===== src/rtl/dmem_ctrl_if.sv =====
// -----------------------------------------------------------------------------
// dmem_ctrl_if
// Purpose : request/acknowledge bus between the MM-stage data-memory controller
//           and a variable-latency data memory.
// Signals :
//   dmem_req    controller -> memory  access request, held until ack/timeout
//   dmem_we     controller -> memory  1 = store, 0 = load
//   dmem_addr   controller -> memory  word-aligned byte address
//   dmem_be     controller -> memory  little-endian byte enables
//   dmem_wdata  controller -> memory  lane-replicated store data
//   dmem_rdata  memory -> controller  read data (valid with dmem_ack)
//   dmem_ack    memory -> controller  one-cycle completion strobe
// Modports: master (controller side), slave (memory side).
// -----------------------------------------------------------------------------
interface dmem_ctrl_if;
  logic        dmem_req;
  logic        dmem_we;
  logic [31:0] dmem_addr;
  logic [3:0]  dmem_be;
  logic [31:0] dmem_wdata;
  logic [31:0] dmem_rdata;
  logic        dmem_ack;

  modport master (
    output dmem_req,
    output dmem_we,
    output dmem_addr,
    output dmem_be,
    output dmem_wdata,
    input  dmem_rdata,
    input  dmem_ack
  );

  modport slave (
    input  dmem_req,
    input  dmem_we,
    input  dmem_addr,
    input  dmem_be,
    input  dmem_wdata,
    output dmem_rdata,
    output dmem_ack
  );
endinterface : dmem_ctrl_if


===== src/rtl/dmem_ctrl.sv =====
// -----------------------------------------------------------------------------
// dmem_ctrl
// Purpose : sequences MM-stage loads/stores onto a req/ack data memory, holds
//           the pipeline (stall_req_o) until the access completes and returns
//           aligned, sign/zero-extended load data for the MM/WB register.
// Parameters:
//   TIMEOUT  cycles spent in BUSY before the access is abandoned (>= 2)
//   CNT_W    wait counter width, 2**CNT_W > TIMEOUT
// Ports:
//   clk, rst          clock, asynchronous active-high reset
//   dmem              dmem_ctrl_if.master, memory request/ack bus
//   mm_memread_i      MM-stage load (wins over mm_memwrite_i)
//   mm_memwrite_i     MM-stage store
//   mm_size_i         00 byte, 01 half, 10/11 word
//   mm_signext_i      1 = sign-extend load, 0 = zero-extend
//   mm_addr_i         byte address
//   mm_wdata_i        right-justified store data
//   mm_mmdata_o       registered load result
//   stall_req_o       combinational pipeline hold
//   bus_err_o         high for the DONE cycle after a timeout
//   align_err_o       (only with DMEM_ALIGN_CHECK_EN) high for the DONE cycle
//                     after a misaligned access
// Optional feature macro: DMEM_ALIGN_CHECK_EN
//   Defined   : misaligned half/word accesses skip the bus, go straight to
//               DONE, clear mm_mmdata_o and pulse align_err_o.
//   Undefined : no align_err_o port; low address bits below the access size
//               are ignored and the access proceeds normally.
// -----------------------------------------------------------------------------
module dmem_ctrl #(
  parameter int unsigned TIMEOUT = 16,
  parameter int unsigned CNT_W   = 5
) (
  input  logic        clk,
  input  logic        rst,
  dmem_ctrl_if.master dmem,
  input  logic        mm_memread_i,
  input  logic        mm_memwrite_i,
  input  logic [1:0]  mm_size_i,
  input  logic        mm_signext_i,
  input  logic [31:0] mm_addr_i,
  input  logic [31:0] mm_wdata_i,
  output logic [31:0] mm_mmdata_o,
  output logic        stall_req_o,
  output logic        bus_err_o
`ifdef DMEM_ALIGN_CHECK_EN
  ,
  output logic        align_err_o
`endif
);

  typedef enum logic [1:0] {
    ST_IDLE = 2'b00,
    ST_BUSY = 2'b01,
    ST_DONE = 2'b10
  } state_t;

  localparam logic [CNT_W-1:0] CNT_LAST = CNT_W'(TIMEOUT - 1);

  // Extracts the addressed lane from a read word and extends it to 32 bits.
  function automatic logic [31:0] load_extract(
    input logic [31:0] rd,
    input logic [1:0]  size,
    input logic [1:0]  lo,
    input logic        sx
  );
    logic [7:0]  b;
    logic [15:0] h;
    logic [31:0] r;
    case (lo)
      2'b00:   b = rd[7:0];
      2'b01:   b = rd[15:8];
      2'b10:   b = rd[23:16];
      2'b11:   b = rd[31:24];
      default: b = rd[7:0];
    endcase
    h = lo[1] ? rd[31:16] : rd[15:0];
    case (size)
      2'b00:   r = {{24{sx & b[7]}}, b};
      2'b01:   r = {{16{sx & h[15]}}, h};
      default: r = rd;
    endcase
    return r;
  endfunction

`ifdef DMEM_ALIGN_CHECK_EN
  // True when the low address bits violate the natural alignment of the size.
  function automatic logic is_misaligned(
    input logic [1:0] size,
    input logic [1:0] lo
  );
    logic m;
    case (size)
      2'b00:   m = 1'b0;
      2'b01:   m = lo[0];
      default: m = (lo != 2'b00);
    endcase
    return m;
  endfunction
`endif

  state_t           state_q;
  logic [CNT_W-1:0] cnt_q;
  logic [31:0]      mm_mmdata_q;
  logic             bus_err_q;
  logic             req_q;
  logic             we_q;
  logic [31:0]      addr_q;
  logic [3:0]       be_q;
  logic [31:0]      wdata_q;
  // Low address bits, size and extension mode of the access in flight; the
  // load result is formatted from these, not from the live MM-stage inputs.
  logic [1:0]       lo_q;
  logic [1:0]       size_q;
  logic             signext_q;
  logic             is_load_q;
`ifdef DMEM_ALIGN_CHECK_EN
  logic             align_err_q;
  logic             misaligned_s;
`endif

  logic             access_s;
  logic             stall_req_s;
  logic [3:0]       be_d;
  logic [31:0]      wdata_d;

  assign access_s = mm_memread_i | mm_memwrite_i;

`ifdef DMEM_ALIGN_CHECK_EN
  assign misaligned_s = is_misaligned(mm_size_i, mm_addr_i[1:0]);
`endif

  // Byte enables and lane-replicated store data for the access being launched.
  always_comb begin
    be_d    = 4'b1111;
    wdata_d = mm_wdata_i;
    if (mm_memread_i) begin
      // Loads always fetch the whole word; lane selection happens on return.
      be_d    = 4'b1111;
      wdata_d = mm_wdata_i;
    end else begin
      case (mm_size_i)
        2'b00: begin
          be_d    = 4'b0001 << mm_addr_i[1:0];
          wdata_d = {4{mm_wdata_i[7:0]}};
        end
        2'b01: begin
          be_d    = mm_addr_i[1] ? 4'b1100 : 4'b0011;
          wdata_d = {2{mm_wdata_i[15:0]}};
        end
        default: begin
          be_d    = 4'b1111;
          wdata_d = mm_wdata_i;
        end
      endcase
    end
  end

  // Pipeline hold: raised in the launch cycle and throughout BUSY, released in DONE.
  always_comb begin
    stall_req_s = 1'b0;
    case (state_q)
      ST_IDLE: stall_req_s = access_s;
      ST_BUSY: stall_req_s = 1'b1;
      ST_DONE: stall_req_s = 1'b0;
      default: stall_req_s = 1'b0;
    endcase
  end

  // Access sequencer: state, wait counter, bus outputs and result registers.
  always_ff @(posedge clk or posedge rst) begin
    if (rst) begin
      state_q     <= ST_IDLE;
      cnt_q       <= '0;
      mm_mmdata_q <= 32'h0000_0000;
      bus_err_q   <= 1'b0;
      req_q       <= 1'b0;
      we_q        <= 1'b0;
      addr_q      <= 32'h0000_0000;
      be_q        <= 4'b0000;
      wdata_q     <= 32'h0000_0000;
      lo_q        <= 2'b00;
      size_q      <= 2'b00;
      signext_q   <= 1'b0;
      is_load_q   <= 1'b0;
`ifdef DMEM_ALIGN_CHECK_EN
      align_err_q <= 1'b0;
`endif
    end else begin
      case (state_q)
        ST_IDLE: begin
          if (access_s) begin
`ifdef DMEM_ALIGN_CHECK_EN
            if (misaligned_s) begin
              // Never reaches the bus; report through align_err in DONE.
              mm_mmdata_q <= 32'h0000_0000;
              align_err_q <= 1'b1;
              state_q     <= ST_DONE;
            end else
`endif
            begin
              addr_q    <= {mm_addr_i[31:2], 2'b00};
              we_q      <= ~mm_memread_i;
              be_q      <= be_d;
              wdata_q   <= wdata_d;
              lo_q      <= mm_addr_i[1:0];
              size_q    <= mm_size_i;
              signext_q <= mm_signext_i;
              is_load_q <= mm_memread_i;
              req_q     <= 1'b1;
              cnt_q     <= '0;
              state_q   <= ST_BUSY;
            end
          end else begin
            state_q <= ST_IDLE;
          end
        end
        ST_BUSY: begin
          cnt_q <= cnt_q + CNT_W'(1);
          // Ack is tested first so an ack in the final wait cycle still completes.
          if (dmem.dmem_ack) begin
            req_q <= 1'b0;
            if (is_load_q) begin
              mm_mmdata_q <= load_extract(dmem.dmem_rdata, size_q, lo_q, signext_q);
            end else begin
              mm_mmdata_q <= mm_mmdata_q;
            end
            state_q <= ST_DONE;
          end else if (cnt_q == CNT_LAST) begin
            req_q       <= 1'b0;
            mm_mmdata_q <= 32'h0000_0000;
            bus_err_q   <= 1'b1;
            state_q     <= ST_DONE;
          end else begin
            state_q <= ST_BUSY;
          end
        end
        ST_DONE: begin
          bus_err_q   <= 1'b0;
`ifdef DMEM_ALIGN_CHECK_EN
          align_err_q <= 1'b0;
`endif
          state_q     <= ST_IDLE;
        end
        default: begin
          state_q <= ST_IDLE;
          req_q   <= 1'b0;
        end
      endcase
    end
  end

  assign stall_req_o      = stall_req_s;
  assign mm_mmdata_o      = mm_mmdata_q;
  assign bus_err_o        = bus_err_q;
  assign dmem.dmem_req    = req_q;
  assign dmem.dmem_we     = we_q;
  assign dmem.dmem_addr   = addr_q;
  assign dmem.dmem_be     = be_q;
  assign dmem.dmem_wdata  = wdata_q;
`ifdef DMEM_ALIGN_CHECK_EN
  assign align_err_o      = align_err_q;
`endif

endmodule : dmem_ctrl


===== src/flat_wrapper.sv =====
// flat-port wrapper written by rule: the top's interface ports become plain ports
module dmem_ctrl_flat 
#(
  parameter int unsigned TIMEOUT = 16,
  parameter int unsigned CNT_W   = 5
)
  (clk, rst, mm_memread_i, mm_memwrite_i, mm_size_i, mm_signext_i, mm_addr_i, mm_wdata_i, mm_mmdata_o, stall_req_o, bus_err_o, dmem_dmem_req, dmem_dmem_we, dmem_dmem_addr, dmem_dmem_be, dmem_dmem_wdata, dmem_dmem_rdata, dmem_dmem_ack);
  dmem_ctrl_if dmem_i ();
  input  logic clk;
  input  logic rst;
  input  logic mm_memread_i;
  input  logic mm_memwrite_i;
  input  logic [1:0] mm_size_i;
  input  logic mm_signext_i;
  input  logic [31:0] mm_addr_i;
  input  logic [31:0] mm_wdata_i;
  output logic [31:0] mm_mmdata_o;
  output logic stall_req_o;
  output logic bus_err_o;
  output wire logic [$bits(dmem_i.dmem_req)-1:0] dmem_dmem_req;
  output wire logic [$bits(dmem_i.dmem_we)-1:0] dmem_dmem_we;
  output wire logic [$bits(dmem_i.dmem_addr)-1:0] dmem_dmem_addr;
  output wire logic [$bits(dmem_i.dmem_be)-1:0] dmem_dmem_be;
  output wire logic [$bits(dmem_i.dmem_wdata)-1:0] dmem_dmem_wdata;
  input wire logic [$bits(dmem_i.dmem_rdata)-1:0] dmem_dmem_rdata;
  input wire logic [$bits(dmem_i.dmem_ack)-1:0] dmem_dmem_ack;
  assign dmem_dmem_req = dmem_i.dmem_req;
  assign dmem_dmem_we = dmem_i.dmem_we;
  assign dmem_dmem_addr = dmem_i.dmem_addr;
  assign dmem_dmem_be = dmem_i.dmem_be;
  assign dmem_dmem_wdata = dmem_i.dmem_wdata;
  assign dmem_i.dmem_rdata = dmem_dmem_rdata;
  assign dmem_i.dmem_ack = dmem_dmem_ack;
  dmem_ctrl #(.TIMEOUT(TIMEOUT), .CNT_W(CNT_W)) u_core (.clk(clk), .rst(rst), .dmem(dmem_i), .mm_memread_i(mm_memread_i), .mm_memwrite_i(mm_memwrite_i), .mm_size_i(mm_size_i), .mm_signext_i(mm_signext_i), .mm_addr_i(mm_addr_i), .mm_wdata_i(mm_wdata_i), .mm_mmdata_o(mm_mmdata_o), .stall_req_o(stall_req_o), .bus_err_o(bus_err_o));
endmodule

===== config.mk =====
export PLATFORM = sky130hd
export DESIGN_NAME = dmem_ctrl_flat
export DESIGN_NICKNAME = d
export VERILOG_FILES = /design/src/rtl/dmem_ctrl_if.sv /design/src/rtl/dmem_ctrl.sv /design/src/flat_wrapper.sv
export SDC_FILE = /design/constraint.sdc
export NUM_CORES = 1
export LEC_CHECK = 0
export CORE_ASPECT_RATIO = 1.2
export CORE_MARGIN = 2
export CORE_UTILIZATION = 40
export DETAILED_ROUTE_END_ITERATION = 7
export GPL_TIMING_DRIVEN = 0
export PLACE_DENSITY = 0.87
export RECOVER_POWER = 25
export SLEW_MARGIN = 20
export SYNTH_ARGS = -nofsm -noshare
export SYNTH_HDL_FRONTEND = slang
export SYNTH_SLANG_ARGS = --single-unit

===== constraint.sdc =====
create_clock -name clk -period 3.12 [get_ports clk]
set_clock_uncertainty 0.1 [all_clocks]
set_input_delay 0.312 -clock clk [delete_from_list [all_inputs] [get_ports clk]]
set_output_delay 0.312 -clock clk [all_outputs]
set_load 0.01 [all_outputs]

==> flow_summary.html <==
<table>
<tr><th>Metric</th><th>Value</th></tr>
<tr><th colspan="2">STA</th></tr>
<tr><td>Shortest clock period the worst path allows after layout</td><td>2.597 ns</td></tr>
<tr><td>Max Freq</td><td>385.0 MHz</td></tr>
<tr><td>RSZ-0062 raised after global routing</td><td>no</td></tr>
<tr><td>Smallest setup slack after layout</td><td>0.5227 ns</td></tr>
<tr><td>Total count of hold-check failures in the final report</td><td>0</td></tr>
<tr><td>Max-Slew Margin vs Limit</td><td>0.05113</td></tr>
<tr><td>Final Setup Violations</td><td>0</td></tr>
<tr><td>Max Slew Vio Count</td><td>0</td></tr>
<tr><td>Setup TNS</td><td>0 ns</td></tr>
<tr><td>Slew @ Worst Pin</td><td>1.423 ns</td></tr>
<tr><td>Period Utilization, post-route</td><td>0.8325</td></tr>
<tr><th colspan="2">Logic synthesis</th></tr>
<tr><td>Number of enable-type register cells in the synthesized netlist</td><td>0</td></tr>
<tr><td>Top_reg_cell synth</td><td>sky130_fd_sc_hd__dfrtp_1</td></tr>
<tr><td>Proportion of synthesized area in mux cells</td><td>0.06842</td></tr>
<tr><td>Area share of xor/xnor cells in the synthesized design</td><td>0</td></tr>
<tr><td>Part of the Yosys area used for sequential elements</td><td>0.5361</td></tr>
<tr><td>Post-synthesis compound-gate area fraction</td><td>0.1606</td></tr>
<tr><td>Cell area after synthesis</td><td>0.005321 mm²</td></tr>
<tr><td>Fraction of the mapped netlist area in simple logic gates</td><td>0.1900</td></tr>
<tr><td>Synth cell types</td><td>41</td></tr>
<tr><td>Warnings, synthesis</td><td>0</td></tr>
<tr><td>Fraction of the mapped netlist area in adder cells</td><td>0.004703</td></tr>
<tr><td>Cell types with the largest area share after synthesis</td><td>sky130_fd_sc_hd__dfrtp_1, sky130_fd_sc_hd__nand2_1, sky130_fd_sc_hd__mux2i_1</td></tr>
<tr><td>Post-Synthesis Cells</td><td>559</td></tr>
<tr><td>Synth top area share</td><td>0.5361</td></tr>
<tr><td>Proportion of register bits with asynchronous set or reset after synthesis</td><td>1.000</td></tr>
<tr><td>Cell accounting for the most synthesized area</td><td>sky130_fd_sc_hd__dfrtp_1</td></tr>
<tr><td>Combinational family with the most area after synthesis</td><td>simple AND/OR/NAND/NOR gates</td></tr>
<tr><td>Flop and latch count out of synthesis</td><td>114</td></tr>
<tr><td>Post-Syn Area per Cell</td><td>9.519 µm²</td></tr>
<tr><th colspan="2">Power and ir drop</th></tr>
<tr><td>Combinational power share</td><td>0.457</td></tr>
<tr><td>Sequential Power Share</td><td>0.318</td></tr>
<tr><td>Int Pwr</td><td>5104 µW</td></tr>
<tr><td>Total net switching power</td><td>2930 µW</td></tr>
<tr><td>Power per standard cell area</td><td>983.7 mW/mm²</td></tr>
<tr><td>VDD IR-drop max</td><td>0.5583 mV</td></tr>
<tr><td>Switching power as a share of total power</td><td>0.3647</td></tr>
<tr><td>Reported leakage power</td><td>around 0.0036 µW</td></tr>
<tr><td>Part of the power in the clock network</td><td>0.225</td></tr>
<tr><td>Final Total Pwr</td><td>8034 µW</td></tr>
<tr><th colspan="2">Clocking</th></tr>
<tr><td>Register clock-pin slew on the reported worst setup and hold paths</td><td>approximately 0.06 ns</td></tr>
<tr><td>Total of cells resized after clock tree synthesis</td><td>0</td></tr>
<tr><td>Clock H-tree levels</td><td>4</td></tr>
<tr><td>Post-CTS repair timing setup buffer count</td><td>0</td></tr>
<tr><td>Hold bufs inserted after CTS</td><td>0</td></tr>
<tr><td>Inserted Clock Buffers</td><td>17</td></tr>
<tr><td>Clock tree from TritonCTS</td><td>yes</td></tr>
<tr><td>Clk_lat worst skew</td><td>0.40 ns</td></tr>
<tr><td>Number of buffers on the longest clock path</td><td>2</td></tr>
<tr><td>Cell at the root of the clock tree</td><td>sky130_fd_sc_hd__clkbuf_16</td></tr>
<tr><td>CTS sink count</td><td>roughly 110</td></tr>
<tr><th colspan="2">GRT</th></tr>
<tr><td>First-pass GRT wire length</td><td>25000 µm</td></tr>
<tr><td>Number of antenna violations at the first check in global routing</td><td>1</td></tr>
<tr><td>Pin count of the biggest net entering global routing</td><td>34</td></tr>
<tr><td>Overall fraction of global-route tracks in use</td><td>0.2309</td></tr>
<tr><td>Vias in the first global route</td><td>roughly 5000</td></tr>
<tr><td>Total grt overflow</td><td>0</td></tr>
<tr><th colspan="2">Place</th></tr>
<tr><td>Weighted congestion reported at the end of routability-driven placement</td><td>about 0.87</td></tr>
<tr><td>HPWL reported at the end of detailed placement</td><td>11950 µm</td></tr>
<tr><td>Worst-case setup slack after placement</td><td>0.6366 ns</td></tr>
<tr><td>Number of port buffers</td><td>204</td></tr>
<tr><th colspan="2">Cells and area</th></tr>
<tr><td>Commonest non-fill, non-tap cell in the layout</td><td>sky130_fd_sc_hd__clkdlybuf4s50_1</td></tr>
<tr><td>Leading cell types in the layout, fill and taps excluded</td><td>sky130_fd_sc_hd__clkdlybuf4s50_1, sky130_fd_sc_hd__nand2_1, sky130_fd_sc_hd__dfrtp_1</td></tr>
<tr><td>Ratio of cells with drive above 1 in the final layout</td><td>0.07509</td></tr>
<tr><td>Number of nets in the layout</td><td>approximately 890</td></tr>
<tr><td>Number of fillers in the final layout</td><td>between 1000 and 1500</td></tr>
<tr><td>Relative area change from synthesis to final layout</td><td>53.47%</td></tr>
<tr><th colspan="2">Route</th></tr>
<tr><td>Via-per-instance ratio</td><td>5.132</td></tr>
<tr><td>Total via count after detailed routing</td><td>4968</td></tr>
<tr><td>Final antenna-violating net count</td><td>0</td></tr>
<tr><td>First DRT Iteration DRCs</td><td>between 150 and 200</td></tr>
<tr><td>Pre-antenna DRT Iters</td><td>6</td></tr>
<tr><td>Total Wirelength</td><td>16050 µm</td></tr>
<tr><td>Detailed-route DRC error count</td><td>0</td></tr>
<tr><td>Wire length per cell</td><td>16.58 µm</td></tr>
<tr><th colspan="2">Setup path</th></tr>
<tr><td>Crit path DAT</td><td>2.77 ns</td></tr>
<tr><td>Capturing instance or port of the critical path</td><td>u_core.dmem.dmem_addr[19]</td></tr>
<tr><td>Source of the worst register-to-register timing path</td><td>u_core.cnt_q[0]</td></tr>
<tr><td>Element type at the critical path end</td><td>asynchronous set/reset pin</td></tr>
<tr><td>Setup slack of the most critical reg-to-reg path</td><td>roughly 0.92 ns</td></tr>
<tr><td>Crit Path Max Fanout</td><td>29</td></tr>
<tr><td>Critical register-to-register path endpoint</td><td>u_core.mm_mmdata_o[16]</td></tr>
<tr><td>Worst setup path start</td><td>rst</td></tr>
<tr><td>Depth of the most critical reg-to-reg path</td><td>7</td></tr>
<tr><td>Worst Path Class, Setup</td><td>in -&gt; async</td></tr>
<tr><td>Worst endpoint required time</td><td>3.29 ns</td></tr>
<tr><td>Setup crit start kind</td><td>primary input</td></tr>
<tr><th colspan="2">Floorplan</th></tr>
<tr><td>Die outline area</td><td>roughly 0.014 mm²</td></tr>
<tr><td># IOs</td><td>208</td></tr>
<tr><td>Number of rows in the core area</td><td>46</td></tr>
<tr><td>Initial core utilization</td><td>0.4055</td></tr>
<tr><td>Vert. Die Dim</td><td>roughly 130 µm</td></tr>
<tr><td>Core area</td><td>around 0.013 mm²</td></tr>
<tr><td>Die width</td><td>between 100 and 150 µm</td></tr>
<tr><th colspan="2">Run status</th></tr>
<tr><td>Result of the run</td><td>completed</td></tr>
<tr><th colspan="2">Hold path</th></tr>
<tr><td>Path class of the lowest-slack min-delay path</td><td>in -&gt; reg</td></tr>
<tr><th colspan="2">Flow run</th></tr>
<tr><td>Max-cap viol count</td><td>0</td></tr>
</table>
## final cells by class
class | instances | area (µm²) | share of cell area
buffer | 39 | 180.2 | 0.02206
inverter | 8 | 31.28 | 0.003830
antenna | 1 | 2.502 | 0.0003064
tap | 168 | 210.2 | 0.02574
clock buffer | 19 | 442.9 | 0.05424
sequential | 114 | 2853 | 0.3493
multi-input combinational | 399 | 2262 | 0.2770
clock inverter | 13 | 113.9 | 0.01394
timing repair buffer | 207 | 2071 | 0.2536
## per-layer routing
| layer | up-vias | track usage | share of wire |
|---|---|---|---|
| li1 | 2357 | - | - |
| met5 | - | 0 | 0 |
| met4 | 0 | 0.09754 | 0.028 |
| met1 | 2356 | 0.2682 | 0.40 |
| met2 | 226 | 0.3851 | 0.49 |
| met3 | 29 | 0.08342 | 0.088 |
## how the worst min path moves through the flow
stage                              start  depth (start not counted)                        end  slack, ns
2_1_floorplan              mm_addr_i[10]                          2  u_core.dmem.dmem_addr[10]       0.32
3_3_place_gp             u_core.cnt_q[3]                          1            u_core.cnt_q[3]       0.35
3_5_place_dp   u_core.dmem.dmem_addr[27]                          2  u_core.dmem.dmem_addr[27]       0.36
4_1_cts                     mm_memread_i                          3           u_core.is_load_q       0.11
5_1_grt                     mm_memread_i                          3           u_core.is_load_q       0.12
6_report                    mm_memread_i                          3           u_core.is_load_q       0.12
## flip-flops by register name, summed over array words and instances (netlist names), 2 cells and up
register and count:
u_core.dmem.dmem_wdata 32, u_core.cnt_q 5, u_core.dmem.dmem_be 4, u_core.dmem.dmem_addr 30, u_core.mm_mmdata_o 32, u_core.state_q 2
u_core.size_q 2, u_core.lo_q 2
## worst max-delay path, stage by stage
cell and delay [ns]:
sky130_fd_sc_hd__dlygate4sd3_1 0.55, sky130_fd_sc_hd__clkinvlp_2 0.78, sky130_fd_sc_hd__clkbuf_1 1.10
## power by group through the flow
stage	combinational, µW	clock, µW	sequential (µW)
2_1_floorplan	1550	0	2810
3_3_place_gp	3590	0	2550
3_5_place_dp	3690	0	2570
4_1_cts	3700	1840	2560
5_1_grt	4020	1910	2650
6_report	3670	1810	2560
## cell usage after synthesis, types with 2 or more instances
cell type / n
sky130_fd_sc_hd__dfrtp_1: 114
sky130_fd_sc_hd__buf_2: 9
sky130_fd_sc_hd__o22ai_1: 3
sky130_fd_sc_hd__nor2b_1: 3
sky130_fd_sc_hd__nand2b_1: 21
sky130_fd_sc_hd__buf_6: 2
sky130_fd_sc_hd__a31oi_1: 5
sky130_fd_sc_hd__o21ai_0: 41
sky130_fd_sc_hd__a22o_1: 23
sky130_fd_sc_hd__a221oi_2: 8
sky130_fd_sc_hd__o31ai_1: 7
sky130_fd_sc_hd__a311oi_1: 6
sky130_fd_sc_hd__nor2_1: 8
sky130_fd_sc_hd__ha_1: 2
sky130_fd_sc_hd__or3_1: 6
sky130_fd_sc_hd__nand3_1: 2
sky130_fd_sc_hd__inv_1: 8
sky130_fd_sc_hd__a21oi_1: 9
sky130_fd_sc_hd__clkbuf_1: 25
sky130_fd_sc_hd__o21a_1: 2
sky130_fd_sc_hd__buf_4: 2
sky130_fd_sc_hd__nand2_1: 193
sky130_fd_sc_hd__and3_1: 2
sky130_fd_sc_hd__mux2i_1: 33
sky130_fd_sc_hd__o21ai_1: 9
## cells by family (layout without fill, tap and decap cells)
logic type | after synthesis | count (layout)
buffers and inverters | 47 | 286
AND/OR/NAND/NOR | 240 | 240
AO/OA/AOI/OAI | 120 | 120
multiplexers | 35 | 35
flip-flops | 114 | 114
adder cells (fa/ha/maj) | 2 | 2
other | 1 | 3
## stage by stage
| step | instances | area (µm²) | util | hold WS (ns) |
|---|---|---|---|---|
| 2_1_floorplan | 560 | 5329 | - | 0.3174 |
| 3_3_place_gp | 932 | 7581 | 0.5777 | 0.3525 |
| 3_5_place_dp | 935 | 7641 | 0.5823 | 0.3621 |
| 4_1_cts | 967 | 8198 | 0.6247 | 0.1085 |
| 5_1_grt | 967 | 8164 | 0.6221 | 0.1230 |
| 6_report | 968 | 8167 | 0.6223 | 0.1201 |
Power figures use the tool's default switching activity.
